--- config.mk ---
export PLATFORM = sky130hd
export DESIGN_NAME = fetch_pc_gen_flat
export DESIGN_NICKNAME = d
export VERILOG_FILES = /design/src/rtl/fetch_pc_gen_pkg.sv /design/src/rtl/fetch_pc_gen_if.sv /design/src/rtl/fetch_pc_gen.sv /design/src/flat_wrapper.sv
export SDC_FILE = /design/constraint.sdc
export NUM_CORES = 1
export LEC_CHECK = 0
export ABC_AREA = 1
export BUFFER_PORTS_ARGS = -buffer_cell sky130_fd_sc_hd__buf_4
export CORE_AREA = 5 5 91 93
export CTS_CLUSTER_DIAMETER = 150
export DETAILED_ROUTE_END_ITERATION = 10
export DIE_AREA = 0 0 96 98
export GPL_TIMING_DRIVEN = 0
export SLEW_MARGIN = 20
export SYNTH_ARGS = -nofsm -noshare
export SYNTH_HDL_FRONTEND = slang
export SYNTH_SLANG_ARGS = --single-unit
--- constraint.sdc ---
create_clock -name clk -period 3.6 [get_ports clk]
set_input_delay 0.18 -clock clk [delete_from_list [all_inputs] [get_ports clk]]
set_output_delay 0.18 -clock clk [all_outputs]
set_load 0.01 [all_outputs]
--- src/rtl/fetch_pc_gen_pkg.sv ---
// fetch_pc_gen_pkg: shared address type, PC generator states and fetch constants
package fetch_pc_gen_pkg;
    typedef logic [31:0] addr_t;
    typedef enum logic [1:0] {BOOT, RUN, TRAP} pcgen_state_e;
    localparam addr_t RESET_PC    = 32'h8000_0000;
    localparam addr_t INSTR_BYTES = 32'd4;
endpackage

--- src/rtl/fetch_pc_gen_if.sv ---
// fetch_pc_gen_if: exec redirect inputs and fetch handshake of the PC generator
interface fetch_pc_gen_if;
    import fetch_pc_gen_pkg::*;
    logic  res_valid;
    logic  res_br_valid;
    addr_t res_br_target;
    logic  fetch_valid;
    logic  fetch_ready;
    addr_t fetch_pc;
    logic  flush;
    logic  misalign_trap;
    modport master (
        input  res_valid, res_br_valid, res_br_target, fetch_ready,
        output fetch_valid, fetch_pc, flush, misalign_trap
    );
    modport slave (
        output res_valid, res_br_valid, res_br_target, fetch_ready,
        input  fetch_valid, fetch_pc, flush, misalign_trap
    );
endinterface

--- src/rtl/fetch_pc_gen.sv ---
// fetch_pc_gen: sequential fetch PC with registered branch redirect, flush and misalign trap
module fetch_pc_gen
    import fetch_pc_gen_pkg::*;
#(
    parameter addr_t RESET_PC_P = RESET_PC
) (
    input  logic                 clk,
    input  logic                 rst,
    fetch_pc_gen_if.master       pcg_io
);
    pcgen_state_e state_q, state_d;
    addr_t        pc_q, pc_d;
    logic         flush_q, flush_d;
    logic         redir;
    always_comb begin
        redir   = pcg_io.res_valid && pcg_io.res_br_valid && state_q != TRAP;
        state_d = state_q == TRAP ? TRAP : RUN;
        pc_d    = (state_q == RUN && pcg_io.fetch_ready) ? pc_q + INSTR_BYTES : pc_q;
        flush_d = 1'b0;
        if (redir) begin
            // a misaligned target still flushes and is kept in pc for debug
            pc_d    = pcg_io.res_br_target;
            flush_d = 1'b1;
            state_d = pcg_io.res_br_target[1:0] != 2'b00 ? TRAP : RUN;
        end
    end
    always_ff @(posedge clk) begin
        if (!rst) begin
            state_q <= BOOT;
            pc_q    <= RESET_PC_P;
            flush_q <= 1'b0;
        end else begin
            state_q <= state_d;
            pc_q    <= pc_d;
            flush_q <= flush_d;
        end
    end
    assign pcg_io.fetch_valid   = state_q == RUN;
    assign pcg_io.fetch_pc      = pc_q;
    assign pcg_io.flush         = flush_q;
    assign pcg_io.misalign_trap = state_q == TRAP;
endmodule

--- src/flat_wrapper.sv ---
// flat-port wrapper written by rule: the top's interface ports become plain ports
module fetch_pc_gen_flat import fetch_pc_gen_pkg::*;
#(
    parameter addr_t RESET_PC_P = RESET_PC
)
  (clk, rst, pcg_io_res_valid, pcg_io_res_br_valid, pcg_io_res_br_target, pcg_io_fetch_ready, pcg_io_fetch_valid, pcg_io_fetch_pc, pcg_io_flush, pcg_io_misalign_trap);
  fetch_pc_gen_if pcg_io_i ();
  input  logic clk;
  input  logic rst;
  input wire logic [$bits(pcg_io_i.res_valid)-1:0] pcg_io_res_valid;
  input wire logic [$bits(pcg_io_i.res_br_valid)-1:0] pcg_io_res_br_valid;
  input wire logic [$bits(pcg_io_i.res_br_target)-1:0] pcg_io_res_br_target;
  input wire logic [$bits(pcg_io_i.fetch_ready)-1:0] pcg_io_fetch_ready;
  output wire logic [$bits(pcg_io_i.fetch_valid)-1:0] pcg_io_fetch_valid;
  output wire logic [$bits(pcg_io_i.fetch_pc)-1:0] pcg_io_fetch_pc;
  output wire logic [$bits(pcg_io_i.flush)-1:0] pcg_io_flush;
  output wire logic [$bits(pcg_io_i.misalign_trap)-1:0] pcg_io_misalign_trap;
  assign pcg_io_i.res_valid = pcg_io_res_valid;
  assign pcg_io_i.res_br_valid = pcg_io_res_br_valid;
  assign pcg_io_i.res_br_target = pcg_io_res_br_target;
  assign pcg_io_i.fetch_ready = pcg_io_fetch_ready;
  assign pcg_io_fetch_valid = pcg_io_i.fetch_valid;
  assign pcg_io_fetch_pc = pcg_io_i.fetch_pc;
  assign pcg_io_flush = pcg_io_i.flush;
  assign pcg_io_misalign_trap = pcg_io_i.misalign_trap;
  fetch_pc_gen #(.RESET_PC_P(RESET_PC_P)) u_core (.clk(clk), .rst(rst), .pcg_io(pcg_io_i));
endmodule
# ---- After elaboration in Yosys (flattened, before gate mapping)
# Index checks and enable logic that the tools add are counted.
dict set report classes {
  add_sub_neg 1
  muxes 6
  reduce_logical 5
  eq_ne 3
}
# operator n
set ops {}
lappend ops {{$mux 32} 2}
lappend ops {{$add 32x3->32 const B} 1}
lappend ops {{$mux 2} 3}
lappend ops {{$reduce_bool 2->1} 2}
lappend ops {{$logic_and 1x1->1} 3}
lappend ops {{$eq 2x1->1 const B} 1}
lappend ops {{$eq 2x2->1 const B} 1}
lappend ops {{$ne 2x2->1 const B} 1}
lappend ops {{$mux 1} 1}
dict set report word_totals {
  input_bits 37
  word_cells 18
  output_inout_bits 35
  regBits 35
}

# ---- Depth between registers and ports, before layout
# Gate-level depths: netlist of the first run.
dict set report depth {
  ltp_word 4
  ltp_mapped 11
}

# ---- Least setup slack after synthesis of the first run
# Ideal clock, no wire load.
dict set report synth_path {
  kind {flip-flop to flip-flop}
  startpoint {register u_core.pc_q[2] (netlist: u_core.pcg_io.fetch_pc[2])}
  endpoint {register u_core.pc_q[30] (netlist: u_core.pcg_io.fetch_pc[30])}
  synth_period_minus_slack_ns 1.475
  t_arrival_ns 1.344
  path_buffers 0
  setup_time_ns 0.131
  path_stages_with_launch 11
  slack_ns 2.125
  path_cell_list {dfxtp_1 > ha_1 > nand2_1 > nor2_1 > nand2_1 > nor2_2 > nand2_1 > nand2_1 > nand3_1 > nand2_1 > a21oi_2}
}
dict set report synth_via {
  elab_chain_cells 3
}
# item line
set synth_rtl {}
lappend synth_rtl {{from (decl)} fetch_pc_gen.sv:12} ;# addr_t pc_q, pc_d;
lappend synth_rtl {{from (signal assigned)} fetch_pc_gen.sv:34} ;# pc_q <= pc_d;
lappend synth_rtl {{$add 32x3->32} fetch_pc_gen.sv:18} ;# pc_d = (state_q == RUN && pcg_io.fetch_ready) ? pc_q + INSTR_BYTES : pc_q;
lappend synth_rtl {{$mux 32} fetch_pc_gen.sv:18}
lappend synth_rtl {{$mux 32} fetch_pc_gen.sv:20} ;# if (redir) begin
# No other way between the ends. The select of a mux whose other input is x is not followed.
# A chain may end at the register's enable or synchronous reset.

# ---- Worst setup path after layout of the first run
dict set report layout_path {
  startpoint {register u_core.pc_q[2] (netlist: u_core.pcg_io.fetch_pc[2])}
  endpoint {register u_core.pc_q[20] (netlist: u_core.pcg_io.fetch_pc[20])}
}
# The elaborated chain is that of the path after synthesis.

==> run_results.csv, run 1 <==
group,metric,value,unit
clock_tree,htree_levels,2,
sta,slew_headroom,56.8,%
synth,syn_nets,447,
synth,netlist_top_cells_count,"nand2_1 (126), inv_1 (47), nor2_1 (44), nand3_1 (42), dfxtp_1 (35)",
drt,routed_wl,8660,um
clock_tree,cts-buffers-inserted,5,
grt,grt_use_total,19.2,%
pwr,power,0.994,mW
final_layout,syn_to_final_growth,30.6,%
synth,async_flop_share,0,%
worst_setup_path,path_class,"flip-flop to flip-flop",
flow_run,maxCapViolations,0,
final_layout,drive_gt1_share,26.2,%
grt,antenna_found_initial,0,
synth,syn-cell-area,0.00248,mm^2
synth,synth_area_leaders,"dfxtp_1 (28%), nand2_1 (19%), nand3_1 (8.5%)",
clock_tree,cts_hold_buf,0,
drt,vias,2881,
floorplanning,core,0.00745,mm^2
sta,max_freq,0.555,GHz
synth,yosysMostFrequentCell,"nand2_1",
placed_design,detailed_place_hpwl,6730,um
worst_setup_path,critPathMaxFanout,5,
synth,synth_top_area_share,28.2,%
floorplanning,die_y,98,um
grt,grt_max_degree,13,
final_layout,diodes,0,
clock_tree,cts_root_buf,"clkbuf_8",
sta,hold_viol,0,
clock_tree,cts_resized,0,
grt,globalRouteOverflowTotal,0,
placed_design,place_congestion,0.931,
floorplanning,fp.dieW,96,um
drt,drt-initial-drc-count,183,
pwr,ir_drop,195,uV
sta,setup_viol,0,
min_path,timing.hold.worst.class,"primary input to flip-flop",
clock_tree,clock_sinks,35,
synth,seq_area_frac_synth,28.2,%
sta,fin_skew,0.00792,ns
clock_tree,clock_latency,0.30,ns
run_status,status,"complete, no violations",
drt,viasPerCell,4.88,
placed_design,portBuffers,71,
worst_setup_path,startpoint_type,"flip-flop",
clock_tree,post_cts_buffers,0,
sta,timing.final.crit_share,50.1,%
synth,synthCells,409,
sta,rsz0062_at_grt,"no",
worst_setup_path,critPathArrivalTime,1.95,ns
sta,drv_slew,0,
min_path,holdPathStages,3,
drt,drtAntennaViolNets,0,
synth,yosysWarnings,0,
clock_tree,clk_pin_slew,0.09,ns
floorplanning,initial_core_util,33.3,%
synth,yosysUniqueCellTypes,32,
sta,tightest_slew,0.649,ns
sta,finalSetupTns,0,ns
pwr,power.density,307,mW/mm^2
final_layout,fin_nets,525,
pwr,p_leak,1.42,nW
placed_design,place_area,0.00314,mm^2
synth,synth.avg_cell_area,6.07,um^2
drt,drcViolationCount,0,
clock_tree,cts_buffer_depth,2,
drt,avgRoutedWirePerCell,14.7,um
synth,ys_ff_latch,35,
synth,synth_flop_cell,"dfxtp_1",
floorplanning,ios,72,
final_layout,stdcell_area,0.00324,mm^2
grt,grt_pass1_wl,14200,um
final_layout,fillCellCount,839,
clock_tree,tritoncts,"built",
worst_setup_path,cp.required,3.75,ns
drt,first_pass_iters,5,
worst_setup_path,critPathCaptureType,"flip-flop",
synth,synth_top_area_cell,"dfxtp_1",
grt,grt_pass1_vias,2807,
sta,min_period,1.80,ns
floorplanning,std_cell_rows,32,
worst_setup_path,r2r_cells,8,
floorplanning,dieArea,0.00941,mm^2
synth,synth_edf_count,0,
[layout by cell type, fill, tap and decap left out, drive strengths merged, types with 7 or more instances in the layout]
cell / count
dfxtp: 35
nand3: 46
nor2: 57
o211ai: 7
a21oi: 19
clkbuf: 8
nand2: 134
inv: 51
buf: 84
nor3: 11
o21ai: 15
[layer usage]
layer / track usage (%) / share of wire (%)
met5: 0 / 0
met4: 4.92 / 1.2
met3: 4.01 / 8.2
met2: 31.5 / 47
met1: 25.4 / 43
[metrics by stage]
| stage | worst slack, ns | utilization (%) | hold slack (ns) | instances |
|---|---|---|---|---|
| floorplan | 2.12 | - | 0.329 | 409 |
| global placement | 1.87 | 42.2 | 0.428 | 582 |
| detailed placement | 1.82 | 42.2 | 0.436 | 582 |
| CTS | 1.82 | 43.5 | 0.121 | 590 |
| global route | 1.61 | 43.5 | 0.138 | 590 |
| finish | 1.80 | 43.5 | 0.123 | 590 |
[sequential cells by signal, indices dropped and copies added (netlist names)]
register	cells
u_core.pcg_io.fetch_pc	32
u_core.state_q	2
u_core.pcg_io.flush	1
[kinds of logic after synthesis]
family,after synthesis,synth area share (%)
flops,35,28.2
fa+ha+maj,1,0.504
xor+xnor,2,0.706
buf+inv,66,11.7
simple gates,255,47.0
compound gates,50,11.8
[final timing paths]
kind | start | endpoint | slack (ns)
max | u_core.pcg_io.fetch_pc[2]$_SDFFE_PN0P_ | u_core.pcg_io.fetch_pc[20]$_SDFFE_PN0P_ | 1.80
min | pcg_io_res_br_target[3] | u_core.pcg_io.fetch_pc[3]$_SDFFE_PN0P_ | 0.12
max reg2reg | u_core.pcg_io.fetch_pc[2]$_SDFFE_PN0P_ | u_core.pcg_io.fetch_pc[20]$_SDFFE_PN0P_ | 1.80
min reg2reg | u_core.pcg_io.fetch_pc[0]$_SDFFE_PN0P_ | u_core.pcg_io.fetch_pc[0]$_SDFFE_PN0P_ | 0.48
[area by class of cell]
class	count	area [um^2]	area share [%]
buffer	15	98.8	3.05
timing repair buffer	71	533	16.4
multi-input combinational	308	1490	46.0
clock inverter	2	16.3	0.502
tap	102	128	3.94
clock buffer	6	82.6	2.55
sequential	35	701	21.6
inverter	51	191	5.91
[critical path: stages (launching register included)]
cell and delay [ns]:
dfxtp_1 0.45, ha_1 0.24, nand3_2 0.10, nor2_2 0.22, nand2_2 0.15, nor2_4 0.13, nand2_1 0.09, o21ai_0 0.18
a21oi_1 0.10
[report_power, final]
part           internal [mW]  total (mW)  switching (mW)
clock network          0.157       0.327           0.170
logic                  0.102       0.225           0.124
registers              0.411       0.442          0.0316
total                  0.669       0.994           0.325
Note: power is estimated with default switching activity, not from simulation.
==> run 2: changes to the inputs <==
- clock period: 3.6 -> 1.45 ns (I/O delays scaled with it)
==> run_results.csv, run 2 (same netlist as run 1, synthesis figures left out) <==
group,metric,value,unit
clock_tree,cts_buffer_depth,2,
clock_tree,clock_latency,0.30,ns
grt,antenna_found_initial,0,
worst_setup_path,critPathMaxFanout,4,
drt,vias,2994,
final_layout,layout_common_cells,"nand2_1 (114), buf_4 (84), inv_1 (45), nand3_1 (40), nor2_1 (31)",
placed_design,detailed_place_hpwl,6730,um
run_status,status,"complete, no violations",
sta,setup_viol,0,
min_path,holdPathStages,3,
placed_design,place_area,0.00315,mm^2
worst_setup_path,cp.required,1.60,ns
pwr,p_switching,0.825,mW
final_layout,drive_gt1_share,38.4,%
clock_tree,cts_hold_buf,0,
floorplanning,ios,72,
drt,avgRoutedWirePerCell,15.1,um
worst_setup_path,worstReg2RegStart,"u_core.pcg_io.fetch_pc[2]$_SDFFE_PN0P_",
pwr,power.density,695,mW/mm^2
drt,wl_met1,3760,um
sta,min_period,1.45,ns
sta,timing.final.crit_share,99.8,%
pwr,p_leak,1.57,nW
pwr,ir_drop,362,uV
clock_tree,cts_root_buf,"clkbuf_8",
sta,rsz0062_at_grt,"yes",
final_layout,fillCellCount,818,
pwr,clkPwrFrac,29.8,%
sta,fin_skew,0.0127,ns
drt,drt-initial-drc-count,188,
worst_setup_path,startpoint_type,"flip-flop",
drt,routed_wl,9100,um
floorplanning,dieArea,0.00941,mm^2
floorplanning,core,0.00745,mm^2
floorplanning,die_y,98,um
pwr,combPwrFrac,25.6,%
drt,drcViolationCount,0,
floorplanning,std_cell_rows,32,
worst_setup_path,reg2reg_to,"u_core.pcg_io.fetch_pc[30]$_SDFFE_PN0P_",
pwr,switching_share,33.2,%
final_layout,largest_reg_flops,32,
grt,grt_pass1_wl,14300,um
drt,first_pass_iters,5,
clock_tree,clock_sinks,35,
worst_setup_path,r2r_cells,10,
final_layout,final_common_cell,"nand2_1",
floorplanning,fp.dieW,96,um
placed_design,portBuffers,71,
clock_tree,tritoncts,"built",
drt,met2_length,4540,um
grt,globalRouteOverflowTotal,0,
placed_design,place_congestion,0.943,
final_layout,fin_nets,537,
sta,tightest_slew,0.642,ns
grt,grt_pass1_vias,2954,
grt,grt_max_degree,12,
pwr,internal_power,1.66,mW
worst_setup_path,critPathCaptureType,"flip-flop",
worst_setup_path,critPathArrivalTime,1.60,ns
clock_tree,clk_pin_slew,0.08,ns
clock_tree,cts-buffers-inserted,5,
sta,hold_viol,0,
drt,met3_length,689,um
worst_setup_path,path_class,"flip-flop to flip-flop",
grt,grt_use_total,19.4,%
min_path,holdPathEnd,"u_core.pcg_io.fetch_pc[3]$_SDFFE_PN0P_",
final_layout,syn_to_final_growth,44.1,%
sta,slew_headroom,57.2,%
drt,viasPerCell,4.97,
sta,finalSetupTns,0,ns
sta,drv_slew,0,
sta,max_freq,0.691,GHz
final_layout,stdcell_area,0.00358,mm^2
floorplanning,initial_core_util,33.3,%
min_path,min-delay-start,"pcg_io_res_br_target[3]",
pwr,pwr-share-seq,44.6,%
worst_setup_path,rrSetupSlack,0.003,ns
clock_tree,htree_levels,2,
drt,drtAntennaViolNets,0,
final_layout,diodes,0,
min_path,timing.hold.worst.class,"primary input to flip-flop",
flow_run,maxCapViolations,0,
drt,routed.top_layer,"met4",
[run 2: cell types whose count changed in the layout (fill, tap and decap cells not counted), sizes merged]
cell / previous run / this run
buf: 84 / 92
clkbuf: 8 / 12
[run 2: critical path, stage by stage (launching register included)]
cell	delay (ns)
dfxtp_4	0.38
ha_4	0.17
nand2_4	0.07
nor2_4	0.10
nand2_4	0.08
nor2_4	0.16
nand2_1	0.07
nand2_1	0.07
nand3_2	0.07
nand2_2	0.07
a21oi_2	0.04
[run 2: layout make-up]
cell class | count | area (um^2) | share of cell area [%]
plain buffers | 15 | 121 | 3.39
clock buffers | 6 | 72.6 | 2.03
clock inverters | 2 | 12.5 | 0.350
inverters | 51 | 204 | 5.70
multi-input cells | 308 | 1650 | 46.2
flip-flops and latches | 35 | 741 | 20.7
well taps | 102 | 128 | 3.57
repair buffers | 83 | 646 | 18.0
[run 2: stage by stage]
stage                     power (mW)  setup slack, ns  util, %  hold slack (ns)  instances
after floorplan                 1.41           0.0549        -            0.221        409
after global placement          1.68           -0.199     42.3            0.321        582
after detailed placement        1.68           -0.227     42.3            0.325        582
after CTS                       2.45         -0.00379     45.1          0.00746        594
after global routing            2.62          -0.0863     48.0           0.0153        602
final                           2.49          0.00311     48.0          0.00641        602
[run 2: how the worst max path moves through the flow]
stage                                                 from                                      end  slack [ns]  depth (start not counted)
floorplan           u_core.pcg_io.fetch_pc[2]$_SDFFE_PN0P_  u_core.pcg_io.fetch_pc[30]$_SDFFE_PN0P_        0.05                         10
global placement    u_core.pcg_io.fetch_pc[2]$_SDFFE_PN0P_  u_core.pcg_io.fetch_pc[28]$_SDFFE_PN0P_       -0.20                         10
detailed placement  u_core.pcg_io.fetch_pc[2]$_SDFFE_PN0P_  u_core.pcg_io.fetch_pc[28]$_SDFFE_PN0P_       -0.23                         10
CTS                 u_core.pcg_io.fetch_pc[3]$_SDFFE_PN0P_  u_core.pcg_io.fetch_pc[20]$_SDFFE_PN0P_      -0.004                          8
global route        u_core.pcg_io.fetch_pc[2]$_SDFFE_PN0P_  u_core.pcg_io.fetch_pc[30]$_SDFFE_PN0P_       -0.09                         10
finish              u_core.pcg_io.fetch_pc[2]$_SDFFE_PN0P_  u_core.pcg_io.fetch_pc[30]$_SDFFE_PN0P_       0.003                         10
[run 2: power by group through the flow]
stage               sequential, mW  combinational, mW  clock [mW]
floorplan                     1.12              0.281           0
finish                        1.11              0.636       0.741
detailed placement            1.12              0.565           0
global placement              1.12              0.558           0
global route                  1.12              0.702       0.805
CTS                           1.10              0.589       0.756
[run 2: layer usage]
layer  vias up  GRT usage [%]
met2       106           33.5
li1       1482              -
met5         -              0
met4         0           3.94
met3        13           4.55
met1      1393           24.4
[run 2: repair_timing]
action	4_1_cts	5_1_grt
pin swaps	9	15
cloned	0	2
endpoints found under the setup margin	21	32
resized for setup	32	53
setup buffers	4	6
==> run 3: changes to the inputs <==
- HOLD_SLACK_MARGIN: not set -> 0.05
==> run_results.csv, run 3 (same netlist as run 1, synthesis figures left out) <==
group,metric,value,unit
grt,grt_pass1_wl,14300,um
final_layout,layout_common_cells,"nand2_1 (114), buf_4 (84), inv_1 (45), nand3_1 (40), nor2_1 (31)",
flow_run,maxCapViolations,0,
pwr,power.density,689,mW/mm^2
worst_setup_path,cp_num_buf_inv,0,
clock_tree,htree_levels,2,
clock_tree,cts_root_buf,"clkbuf_8",
sta,tightest_slew,0.628,ns
run_status,status,"complete, no violations",
floorplanning,die_y,98,um
clock_tree,tritoncts,"built",
sta,hold_viol,0,
drt,drt-initial-drc-count,207,
grt,grt_max_degree,12,
floorplanning,ios,72,
sta,slew_headroom,58.1,%
sta,setup_viol,0,
placed_design,place_area,0.00315,mm^2
final_layout,fillCellCount,820,
worst_setup_path,critPathMaxFanout,4,
worst_setup_path,path_depth,10,
drt,vias,2981,
grt,grt_pass1_vias,2948,
drt,drtAntennaViolNets,0,
clock_tree,cts_buffer_depth,2,
worst_setup_path,crit_chain,"ha_4 > nand2_4 > nor2_4 > nand2_4 > nor2_4 > nand2_1 > nand2_1 > nand3_2 > nand2_2 > a21oi_2",
final_layout,largest_reg_flops,32,
worst_setup_path,path_class,"flip-flop to flip-flop",
floorplanning,std_cell_rows,32,
grt,grt_use_total,19.4,%
worst_setup_path,crit_family,"simple AND/OR/NAND/NOR gates",
drt,drcViolationCount,0,
sta,rsz0062_at_grt,"yes",
worst_setup_path,critPathArrivalTime,1.60,ns
worst_setup_path,cp_slowest_cell,"dfxtp_4",
clock_tree,clock_sinks,35,
worst_setup_path,cp.required,1.60,ns
drt,first_pass_iters,4,
final_layout,drive_gt1_share,38.2,%
final_layout,syn_to_final_growth,45.3,%
sta,fin_skew,0.0122,ns
placed_design,place_congestion,0.943,
sta,finalSetupTns,0,ns
final_layout,stdcell_area,0.00361,mm^2
drt,routed.top_layer,"met4",
pwr,ir_drop,362,uV
drt,met2_length,4510,um
clock_tree,cts-buffers-inserted,5,
placed_design,portBuffers,71,
worst_setup_path,r2r_cells,10,
final_layout,diodes,0,
final_layout,fin_nets,540,
pwr,p_leak,1.59,nW
sta,timing.final.crit_share,99.8,%
drt,wl_met1,3840,um
drt,avgRoutedWirePerCell,15.0,um
worst_setup_path,slowest_delay,0.38,ns
min_path,holdPathStages,3,
worst_setup_path,critPathCaptureType,"flip-flop",
final_layout,utilization,48.4,%
min_path,timing.hold.worst.class,"primary input to flip-flop",
clock_tree,clock_latency,0.30,ns
final_layout,final_common_cell,"nand2_1",
drt,met3_length,599,um
floorplanning,fp.dieW,96,um
floorplanning,initial_core_util,33.3,%
sta,hold_slack,0.0566,ns
grt,globalRouteOverflowTotal,0,
sta,min_period,1.45,ns
grt,antenna_found_initial,0,
sta,max_freq,0.691,GHz
drt,routed_wl,9070,um
placed_design,detailed_place_hpwl,6730,um
clock_tree,clk_pin_slew,0.08,ns
floorplanning,core,0.00745,mm^2
sta,drv_slew,0,
floorplanning,dieArea,0.00941,mm^2
drt,viasPerCell,4.93,
worst_setup_path,startpoint_type,"flip-flop",
==> run 3: metal layers <==
| layer | vias to the layer above | GRT usage, % |
|---|---|---|
| met5 | - | 0 |
| met1 | 1392 | 24.4 |
| met4 | 0 | 3.94 |
| met3 | 12 | 4.55 |
| li1 | 1486 | - |
| met2 | 91 | 33.5 |
==> run 3: final timing paths <==
kind	start	to	slack (ns)
worst max register to register	u_core.pcg_io.fetch_pc[2]$_SDFFE_PN0P_	u_core.pcg_io.fetch_pc[30]$_SDFFE_PN0P_	0.003
worst min-delay path	pcg_io_res_br_target[2]	u_core.pcg_io.fetch_pc[2]$_SDFFE_PN0P_	0.06
worst min register to register	u_core.pcg_io.fetch_pc[0]$_SDFFE_PN0P_	u_core.pcg_io.fetch_pc[0]$_SDFFE_PN0P_	0.48
worst max-delay path	u_core.pcg_io.fetch_pc[2]$_SDFFE_PN0P_	u_core.pcg_io.fetch_pc[30]$_SDFFE_PN0P_	0.003
==> run 3: where the power goes <==
| group | switching [mW] | total [mW] | internal [mW] |
|---|---|---|---|
| Clock | 0.401 | 0.737 | 0.337 |
| Sequential | 0.0844 | 1.11 | 1.02 |
| Combinational | 0.336 | 0.641 | 0.305 |
==> run 3: layout make-up <==
cell class	count	area, um^2	area share (%)
multi-input combinational	308	1650	45.8
sequential	35	741	20.5
tap	102	128	3.54
inverter	51	204	5.65
timing repair buffer	86	676	18.7
buffer	15	121	3.36
clock buffer	6	72.6	2.01
clock inverter	2	12.5	0.347
==> run 3: worst reg2reg max path: cells and delay by family, from the launching register on <==
| kind | cells | cell delay (ns) |
|---|---|---|
| DFF | 1 | 0.38 |
| and+or+nand+nor | 8 | 0.70 |
| adders and majority gates | 1 | 0.17 |
| AOI/OAI and AO/OA | 1 | 0.04 |
==> run 3: metrics by stage <==
step	instances	power, mW	setup WS [ns]
2_1_floorplan	409	1.41	0.0549
5_1_grt	605	2.63	-0.0863
4_1_cts	597	2.45	-0.00379
3_3_place_gp	582	1.68	-0.199
6_report	605	2.49	0.00257
3_5_place_dp	582	1.68	-0.227
==> run 3: what timing repair did <==
action / 4_1_cts / 5_1_grt
endpoints found under the hold margin: 3 / 0
buffers inserted: 4 / 6
gates cloned: 0 / 2
hold buffers: 3 / 0
resized for setup: 32 / 53
pin swaps: 9 / 15
endpoints found under the setup margin: 21 / 32
